[config.mk]
export PLATFORM = sky130hd
export DESIGN_NAME = pc_fetch
export DESIGN_NICKNAME = d
export VERILOG_FILES = /design/src/rtl/pc_fetch.sv
export SDC_FILE = /design/constraint.sdc
export NUM_CORES = 1
export LEC_CHECK = 0
export BUFFER_PORTS_ARGS = -buffer_cell sky130_fd_sc_hd__buf_2
export CAP_MARGIN = 15
export CORE_MARGIN = 1.5
export CORE_UTILIZATION = 50
export CTS_CLUSTER_DIAMETER = 120
export CTS_CLUSTER_SIZE = 10
export DETAILED_ROUTE_END_ITERATION = 6
export GPL_ROUTABILITY_DRIVEN = 1
export PLACE_DENSITY = 0.88
export SYNTH_ARGS = -nofsm -noshare
export SYNTH_HDL_FRONTEND = slang
export SYNTH_SLANG_ARGS = --single-unit
[constraint.sdc]
create_clock -name clk -period 3.8 [get_ports clk]
set_clock_uncertainty 0.05 [all_clocks]
set_input_delay 0.76 -clock clk [delete_from_list [all_inputs] [get_ports clk]]
set_output_delay 0.76 -clock clk [all_outputs]
set_load 0.03 [all_outputs]
[src/rtl/pc_fetch.sv]
// OTTER program counter and instruction fetch stage: registers the selected
// next PC, runs a req/ack fetch, holds the returned instruction until taken.
//
// state | meaning
// IDLE  | reset state, leaves for FETCH on the first edge after reset
// FETCH | fetch_req high, fetch_addr stable, waiting for fetch_ack
// HOLD  | ir_out holds an untaken instruction, waiting for ir_take
module pc_fetch #(
  parameter int                WIDTH    = 32,
  parameter int                INSTR_W  = 32,
  parameter logic [WIDTH-1:0]  RESET_PC = '0
) (
  input  logic               clk,
  input  logic               rst_n,
  input  logic [WIDTH-1:0]   next_pc,
  input  logic               ir_take,
  input  logic               fetch_ack,
  input  logic [INSTR_W-1:0] fetch_data,
  output logic [WIDTH-1:0]   pc_out,
  output logic               fetch_req,
  output logic [WIDTH-1:0]   fetch_addr,
  output logic               ir_valid,
  output logic [INSTR_W-1:0] ir_out,
  output logic               misalign,
  output logic [31:0]        instr_cnt
);

  typedef enum logic [1:0] {
    IDLE  = 2'd0,
    FETCH = 2'd1,
    HOLD  = 2'd2
  } state_t;

  state_t           state;
  logic [WIDTH-1:0] pc;

  assign pc_out     = pc;
  assign fetch_addr = pc;

  // fetch_req and ir_valid are registered alongside state so they track it
  // exactly; both drop immediately on the asynchronous reset.
  always_ff @(posedge clk or negedge rst_n) begin
    if (!rst_n) begin
      state     <= IDLE;
      pc        <= RESET_PC;
      fetch_req <= 1'b0;
      ir_valid  <= 1'b0;
      ir_out    <= '0;
      misalign  <= 1'b0;
      instr_cnt <= '0;
    end else begin
      case (state)
        IDLE: begin
          state     <= FETCH;
          fetch_req <= 1'b1;
        end
        FETCH: begin
          if (fetch_ack) begin
            ir_out    <= fetch_data;
            ir_valid  <= 1'b1;
            fetch_req <= 1'b0;
            state     <= HOLD;
          end
        end
        HOLD: begin
          if (ir_take) begin
            pc        <= {next_pc[WIDTH-1:2], 2'b00};
            if (next_pc[1:0] != 2'b00)
              misalign <= 1'b1;
            ir_valid  <= 1'b0;
            instr_cnt <= instr_cnt + 32'd1;
            fetch_req <= 1'b1;
            state     <= FETCH;
          end
        end
        default: begin
          state     <= IDLE;
          fetch_req <= 1'b0;
          ir_valid  <= 1'b0;
        end
      endcase
    end
  end

endmodule
==> metrics <==
status finished, final reports clean; first-pass GRT wire length 14930 um; Main synth FF type dfrtp_1; Final nets 620; share of cells above drive strength 1 0.4450; final std cells w/o fill 660; #FFs+latches synth 98; All-Layer GR Usage 0.2139; hold slack 0.4364 ns; post-CTS resize count 0; Leakage 2.859 nW; initial antenna violation count 0; Synth top cells by count nand2_1, dfrtp_1, buf_4; WS Path Type reg -> reg; GRT overflow 0; top cell type's share of synthesized area 0.5844; Detailed Routing Iterations Pass 1 4; clk root buf clkbuf_8; largest cells by area after synthesis dfrtp_1, nand2_1, mux2_2, buf_4, xnor2_1; Max Fclk 406.0 MHz; Cell Pwr Density 855.4 mW/mm^2; Final Util 0.6443; Core Region 0.008175 mm^2; cell area after layout 0.005268 mm^2; n_diodes 0; relative slew slack 0.3712; Total Wirelength 9551 um; DR WL/cell 14.47 um; Final Hold Viols 0; Worst Path Required 4.02 ns; Net Sw Power 2.080 mW; async set-reset flop share out of synthesis 1.000; Crit Path Max Fanout 14; yosys warns 0; Max Slew Vio Count 0; clk_lat worst skew 0.34 ns; EDFF count, synth 0; RSZ-0062 raised after global routing false; 1st-iter DRT viols 97; Die ar. 0.008952 mm^2; vias in the first global route 3192; Final ANT Viol Nets 0; Final Cycle Share 0.6482; CTS Sinks 98; Die H 94.62 um; # rows 33; Worst IR Drop VDD 0.4467 mV; Post-Route Setup TNS 0 ns; cell count after synthesis 385; Seq pwr share 0.365; setup bufs post-CTS 0; CP Capture Type flip-flop; final estimated routing congestion in global placement 0.8048; DRC viols 0; Initial Utilization 0.5133; Worst Tran Pin Value 0.9431 ns; post-synthesis sequential area ratio 0.5844; Cell Area, Placed 0.005050 mm^2; Avg Vias per Cell 5.085; Power Total 4.506 mW; PortBufs 194; largest net degree at the start of global routing 77; CTS tree built; Ports 199; synth-to-layout area growth 25.52%; arrival time worst endpoint 2.68 ns; Die Wd 94.62 um; Cell Int Power 2.426 mW; DR vias 3356; Hold Buf Count CTS 0; fin worst setup slack 1.337 ns; final count of negative-setup-slack endpoints 0; DP Cell Count 645; post-synth top area cell dfrtp_1; Clock Power Share 0.163; # H-tree levels 3; Syn Area/Cell 10.90 um^2; Sw Share 0.4615; max cap viols 0; fin crit period 2.463 ns; Comb pwr share 0.472; most instantiated library cell after synthesis nand2_1; dpl ws 0.9956 ns; worst hold path class reg -> reg; DP HPWL 6994 um; Synth Cell Area 0.004197 mm^2; Clock transition at path regs 0.10 ns; Startpoint Class flip-flop; Yosys cell types 27; clk buf depth 2; CTS Buf Count 9
-- state kept, by name (all words and copies together) (netlist names) --
name,count
ir_valid,1
fetch_addr,30
instr_cnt,32
misalign,1
state,2
ir_out,32
-- metal layers --
| layer | GRT usage | part of all wire |
|---|---|---|
| met1 | 0.2571 | 0.39 |
| met2 | 0.3827 | 0.54 |
| met3 | 0.04509 | 0.063 |
| met4 | 0.06468 | 0.0071 |
| met5 | 0 | 0 |
-- cell families after synthesis --
family          after synthesis  synth area share
buf+inv                      50           0.07573
xor+xnor                     31           0.06470
simple gates                168            0.1795
other cells                   1         0.0008936
flops                        98            0.5844
compound gates                4          0.005962
fa+ha+maj                     1          0.002981
mux                          32           0.08587
-- placed cells by master (no fill, tap or decap), types with 4 or more instances in the layout --
cell	synthesis	final
and3_1	5	5
buf_2	2	193
buf_4	34	7
clkbuf_8	0	10
conb_1	1	4
dfrtp_1	98	98
mux2_2	32	32
nand2_1	108	108
nand3_1	11	11
nand4_1	17	17
nor2_1	7	6
nor3_1	5	5
nor4_1	6	6
xnor2_1	22	22
xor2_1	9	9
-- power groups by stage --
stage	sequential, mW	combinational (mW)	clock (mW)
after floorplan	2.35	0.963	0
after global placement	1.64	2.11	0
after detailed placement	1.66	2.15	0
after CTS	1.65	2.15	0.748
after global routing	1.70	2.26	0.798
final	1.65	2.13	0.733
-- path summary, 6_finish.rpt --
path	from	to	slack [ns]	cells after the start
setup / recovery	state[0]$_DFFE_PN0P_	instr_cnt[20]$_DFFE_PN0P_	1.34	4
hold / removal	instr_cnt[31]$_DFFE_PN0P_	instr_cnt[31]$_DFFE_PN0P_	0.44	1
setup reg to reg	state[0]$_DFFE_PN0P_	instr_cnt[20]$_DFFE_PN0P_	1.34	4
hold reg to reg	instr_cnt[31]$_DFFE_PN0P_	instr_cnt[31]$_DFFE_PN0P_	0.44	1
max in group asynchronous	rst_n	ir_out[6]$_DFFE_PN0P_	2.44	2
min in group asynchronous	rst_n	instr_cnt[26]$_DFFE_PN0P_	0.49	1
-- area by class of cell --
class / count / area, um^2
sequential: 98 / 2452
multi-input combinational: 240 / 1440
clock inverter: 4 / 76.32
fill: 668 / 2908
timing repair buffer: 200 / 1018
tap: 105 / 131.4
inverter: 2 / 7.507
clock buffer: 11 / 141.4
-- worst max-delay path, cell delays in order (launching register included) --
cell and delay [ns]:
dfrtp_1 0.45, nand3b_1 0.51, or4_1 0.76, nor4_1 0.42, xor2_1 0.20
Note: power is estimated with default switching activity, not from simulation.
